`src/rtl/div_unit_if.sv`:
```
// Request/result bundle between a requester and the signed divider.
// The requester drives the operands; the divider returns HI/LO results and status.
interface div_unit_if;
    logic        start;
    logic [31:0] a;
    logic [31:0] b;
    logic [31:0] hi;
    logic [31:0] lo;
    logic        busy;
    logic        done;
    logic        div_zero;

    modport master (
        output start, a, b,
        input  hi, lo, busy, done, div_zero
    );

    modport slave (
        input  start, a, b,
        output hi, lo, busy, done, div_zero
    );
endinterface

```
`src/rtl/div_unit.sv`:
```
// Signed 32-bit restoring divider with MIPS DIV semantics.
// Produces the quotient on lo and the remainder on hi, 34 cycles after a start is accepted.
module div_unit (
    input  logic      clk,
    input  logic      reset,
    div_unit_if.slave bus
);
    typedef enum logic [1:0] {
        IDLE,
        CALC,
        FIX,
        FINISH
    } state_t;

    state_t      state;
    logic [31:0] rem;
    logic [31:0] quo;
    logic [31:0] dvs;
    logic [4:0]  cnt;
    logic        neg_q;
    logic        neg_r;
    logic [31:0] hi_q;
    logic [31:0] lo_q;
    logic        busy_q;
    logic        done_q;
    logic        dz_q;

    logic [31:0] a_abs;
    logic [31:0] b_abs;
    logic [32:0] shifted;
    logic [32:0] diff;

    assign a_abs   = bus.a[31] ? (~bus.a + 32'd1) : bus.a;
    assign b_abs   = bus.b[31] ? (~bus.b + 32'd1) : bus.b;
    assign shifted = {rem, quo[31]};
    // Remainder stays below the divisor, so a clear bit 32 means no borrow.
    assign diff    = shifted - {1'b0, dvs};

    assign bus.hi       = hi_q;
    assign bus.lo       = lo_q;
    assign bus.busy     = busy_q;
    assign bus.done     = done_q;
    assign bus.div_zero = dz_q;

    always_ff @(posedge clk) begin
        if (reset) begin
            state  <= IDLE;
            rem    <= '0;
            quo    <= '0;
            dvs    <= '0;
            cnt    <= '0;
            neg_q  <= 1'b0;
            neg_r  <= 1'b0;
            hi_q   <= '0;
            lo_q   <= '0;
            busy_q <= 1'b0;
            done_q <= 1'b0;
            dz_q   <= 1'b0;
        end else begin
            unique case (state)
                IDLE: begin
                    done_q <= 1'b0;
                    dz_q   <= 1'b0;
                    if (bus.start) begin
                        if (bus.b == 32'd0) begin
                            done_q <= 1'b1;
                            dz_q   <= 1'b1;
                            state  <= FINISH;
                        end else begin
                            quo    <= a_abs;
                            dvs    <= b_abs;
                            rem    <= '0;
                            cnt    <= '0;
                            neg_r  <= bus.a[31];
                            neg_q  <= bus.a[31] ^ bus.b[31];
                            busy_q <= 1'b1;
                            state  <= CALC;
                        end
                    end
                end
                CALC: begin
                    if (!diff[32]) begin
                        rem <= diff[31:0];
                        quo <= {quo[30:0], 1'b1};
                    end else begin
                        rem <= shifted[31:0];
                        quo <= {quo[30:0], 1'b0};
                    end
                    cnt <= cnt + 5'd1;
                    if (cnt == 5'd31) begin
                        state <= FIX;
                    end
                end
                FIX: begin
                    lo_q   <= neg_q ? (~quo + 32'd1) : quo;
                    hi_q   <= neg_r ? (~rem + 32'd1) : rem;
                    done_q <= 1'b1;
                    state  <= FINISH;
                end
                FINISH: begin
                    done_q <= 1'b0;
                    dz_q   <= 1'b0;
                    busy_q <= 1'b0;
                    state  <= IDLE;
                end
                default: begin
                    state <= IDLE;
                end
            endcase
        end
    end
endmodule

```
`src/flat_wrapper.sv`:
```
// flat-port wrapper written by rule: the top's interface ports become plain ports
module div_unit_flat 
  (clk, reset, bus_start, bus_a, bus_b, bus_hi, bus_lo, bus_busy, bus_done, bus_div_zero);
  div_unit_if bus_i ();
  input  logic clk;
  input  logic reset;
  input wire logic [$bits(bus_i.start)-1:0] bus_start;
  input wire logic [$bits(bus_i.a)-1:0] bus_a;
  input wire logic [$bits(bus_i.b)-1:0] bus_b;
  output wire logic [$bits(bus_i.hi)-1:0] bus_hi;
  output wire logic [$bits(bus_i.lo)-1:0] bus_lo;
  output wire logic [$bits(bus_i.busy)-1:0] bus_busy;
  output wire logic [$bits(bus_i.done)-1:0] bus_done;
  output wire logic [$bits(bus_i.div_zero)-1:0] bus_div_zero;
  assign bus_i.start = bus_start;
  assign bus_i.a = bus_a;
  assign bus_i.b = bus_b;
  assign bus_hi = bus_i.hi;
  assign bus_lo = bus_i.lo;
  assign bus_busy = bus_i.busy;
  assign bus_done = bus_i.done;
  assign bus_div_zero = bus_i.div_zero;
  div_unit u_core (.clk(clk), .reset(reset), .bus(bus_i));
endmodule
```
`config.mk`:
```
export PLATFORM = sky130hd
export DESIGN_NAME = div_unit_flat
export DESIGN_NICKNAME = d
export VERILOG_FILES = /design/src/rtl/div_unit_if.sv /design/src/rtl/div_unit.sv /design/src/flat_wrapper.sv
export SDC_FILE = /design/constraint.sdc
export NUM_CORES = 1
export LEC_CHECK = 0
export ABC_AREA = 1
export BUFFER_PORTS_ARGS = -buffer_cell sky130_fd_sc_hd__clkbuf_2
export CAP_MARGIN = 30
export CORE_AREA = 2 2 151 153
export CTS_BUF_LIST = sky130_fd_sc_hd__clkbuf_8 sky130_fd_sc_hd__clkbuf_16
export DETAILED_ROUTE_END_ITERATION = 16
export DIE_AREA = 0 0 153 155
export GPL_TIMING_DRIVEN = 0
export HOLD_SLACK_MARGIN = 0.12
export PLACE_DENSITY = 0.86
export RECOVER_POWER = 100
export SETUP_SLACK_MARGIN = 0.3
export SKIP_LAST_GASP = 1
export SYNTH_ARGS = -nofsm -noshare
export SYNTH_HDL_FRONTEND = slang
export SYNTH_SLANG_ARGS = --single-unit
```
`constraint.sdc`:
```
create_clock -name clk -period 2.75 [get_ports clk]
set_input_delay 0.6875 -clock clk [delete_from_list [all_inputs] [get_ports clk]]
set_output_delay 0.6875 -clock clk [all_outputs]
set_load 0.05 [all_outputs]
```
==> metrics.cfg <==
[synthesis]
async_flop_share = 0
synth.area.top_cells = dfxtp_1 (26%), nand2_1 (16%), inv_1 (9.4%), nor2_1 (6.3%), nand3_1 (5.5%)
synthFlopType = dfxtp_1
yosysSeqAreaShare = 0.259
synth_top_area_share = 0.259
yosysUniqueCellTypes = 51
synth_area_um2 = 13300
syn_inst = 2156
ys_warn_count = 0
synth_edf_count = 0
syn_avg_cell_area_um2 = 6.17
synth_largest_area_cell = dfxtp_1
synth-seq-cells = 172
syn_nets = 2268

[drt]
ant_nets = 0
vias = 14900
routed_wl_um = 45100
viasPerCell = 5.68
drc_errors = 0
dr.pass1.iters = 6
drt-initial-drc-count = 1712
wl_per_cell_um = 17.2

[worst_hold_path]
hp-start = u_core.bus.busy
hold_class = register to register

[worst_setup_path]
worstSetupPathType = input port to register
max_stage_delay_ns = 0.43
crit_path_start = bus_b[0]
r2r_start = u_core.state[0]
worstPathArrival_ns = 2.89
required_ns = 3.14
start_kind = input port
crit_chain = clkbuf_2 > inv_1 > ha_1 > nand3_1 > nor2_1 > nand2_1 > nor2_4 > inv_2 > nand3_1 > nor2_1 > clkbuf_1 > o21ai_0 > nand3_1 > nand2_1 > inv_1
cp_max_fo = 10
worst_path_max_delay_cell = clkbuf_1
cp_common_cell = nand3_1
endpoint_kind = register

[place]
place_congestion = 0.997
dpl.hpwl_um = 35500
io_buffers = 131

[timing]
slew_headroom = 0.465
rsz0062_at_grt = yes
skew_ns = 0.0182
tightest_slew_ns = 0.803
period_share = 0.907
setup_tns_ns = 0
hold_ws_ns = 0.467
setup_viol = 0
finalHoldViolCount = 0
period_needed_ns = 2.49
drv_slew = 0
max_freq_mhz = 401

[power]
internal_power_w = 0.00499
p_leak_nw = 7.43
switching_share = 0.437
total_power_w = 0.00887
combPwrFrac = 0.392
power_switching_w = 0.00388
seqPwrFrac = 0.334
peakVddDrop_mv = 0.440
cellPowerDensity_nw_per_um2 = 585
p_clk_frac = 0.274

[final_layout]
regArea_um2 = 3470
final_common_cell = nand2_1
fin_nets = 2431
drive_gt1_frac = 0.121
fill_cells = 2056
final_cell_mix = nand2_1 (581), inv_1 (329), nor2_1 (221), dfxtp_1 (149), nand3_1 (145)
multi_input_area_um2 = 8240
syn_to_final_growth_pct = 14.0
antenna_cells = 0

[run_status]
status = completed

[floorplanning]
fp.dieH_um = 155
io_pins = 134
core_um2 = 22200
die_area_um2 = 23700
row_count = 55
dieWidth_um = 153
start_util = 0.598

[clocking]
worstSkewPairLatency_ns = 0.45
cts.path.max_buffers = 2
cts-buffers-inserted = 17
cts_hold_buf = 0
htreeDepth = 4
clk_pin_slew_ns = 0.07
clock_sinks = 172
root_buffer = clkbuf_16
tritoncts = done

[global_route]
grt_pass1_vias = 13700
track_usage = 0.369
grt_first_pass_wirelength_um = 70400
grt-ovfl-total = 0
grt_antenna_before_repair = 0
grt_max_degree = 20

[run]
drv_cap = 0

flip-flops by register name (all words and copies together), names as in the netlist:
signal / count
u_core.bus.busy: 1
u_core.bus.div_zero: 1
u_core.bus.done: 1
u_core.bus.hi: 32
u_core.bus.lo: 32
u_core.cnt: 5
u_core.dvs: 32
u_core.neg_q: 1
u_core.neg_r: 1
u_core.quo: 32
u_core.rem: 32
u_core.state: 2
Yosys cell counts, drive strengths merged (19+ instances only):
| cell type | n |
|---|---|
| nand2 | 621 |
| inv | 344 |
| nor2 | 231 |
| dfxtp | 172 |
| nand3 | 166 |
| a21oi | 138 |
| o21ai | 110 |
| xor2 | 57 |
| clkbuf | 47 |
| ha | 44 |
| buf | 29 |
| nor3 | 29 |
| o211ai | 22 |
| o221ai | 22 |
| a31oi | 21 |
| nand4 | 19 |
worst max-delay path, delay by kind of cell:
| kind | cells | cell delay [ns] |
|---|---|---|
| buf+inv | 5 | 0.71 |
| simple gates | 8 | 0.99 |
| fa+ha+maj | 1 | 0.24 |
| compound gates | 1 | 0.25 |
timing repair:
action,4_1_cts,5_1_grt
setup buffers,5,6
endpoints found under the hold margin,0,0
pin swaps,4,7
setup endpoints to repair,33,64
resized for setup,23,44
cloned,1,1
through the flow:
step                      area, um^2  worst slack (ns)  utilization  instances
after global placement         14300           -0.0192        0.644       2572
after floorplan                13300             0.508            -       2156
after CTS                      15000             0.302        0.677       2610
final                          15200             0.256        0.682       2617
after global routing           15200             0.137        0.682       2617
after detailed placement       14300           -0.0420        0.644       2572
final timing paths:
kind | endpoint | slack [ns] | cells after the start
max | u_core.quo[26] | 0.26 | 15
min | u_core.bus.busy | 0.47 | 2
max reg2reg | u_core.bus.lo[24] | 0.32 | 7
min reg2reg | u_core.bus.busy | 0.47 | 2
per-layer routing:
| metal | wire, um | track usage | vias to the layer above |
|---|---|---|---|
| met4 | 2280 | 0.174 | 0 |
| li1 | - | - | 7220 |
| met2 | 20600 | 0.621 | 756 |
| met1 | 18300 | 0.465 | 6739 |
| met5 | 0 | 0 | - |
| met3 | 3980 | 0.0599 | 160 |
final cells by class:
class                           instances  area share
Clock inverter                         15      0.0116
Multi-Input combinational cell       1562       0.544
Buffer                                 77      0.0293
Sequential cell                       172       0.229
Timing Repair Buffer                  144      0.0485
Inverter                              345      0.0859
Clock buffer                           17      0.0281
Tap cell                              285      0.0235
power by group through the flow:
stage / Clock [W] / Combinational, W / Sequential, W
floorplan: 0 / 0.00217 / 0.00317
global placement: 0 / 0.00326 / 0.00299
detailed placement: 0 / 0.00330 / 0.00300
CTS: 0.00241 / 0.00337 / 0.00294
global route: 0.00249 / 0.00381 / 0.00298
finish: 0.00243 / 0.00348 / 0.00296
logic make-up (layout without fill, tap and decap cells):
logic type | after synthesis | in the layout | share of synthesized area
AOI/OAI and AO/OA | 338 | 338 | 0.151
xor gates and xnor gates | 73 | 73 | 0.0481
adders and majority gates | 45 | 45 | 0.0429
buffers and inverters | 422 | 598 | 0.131
DFF | 172 | 172 | 0.259
and+or+nand+nor | 1106 | 1106 | 0.369
No activity file was read; power rests on OpenSTA's default activity.
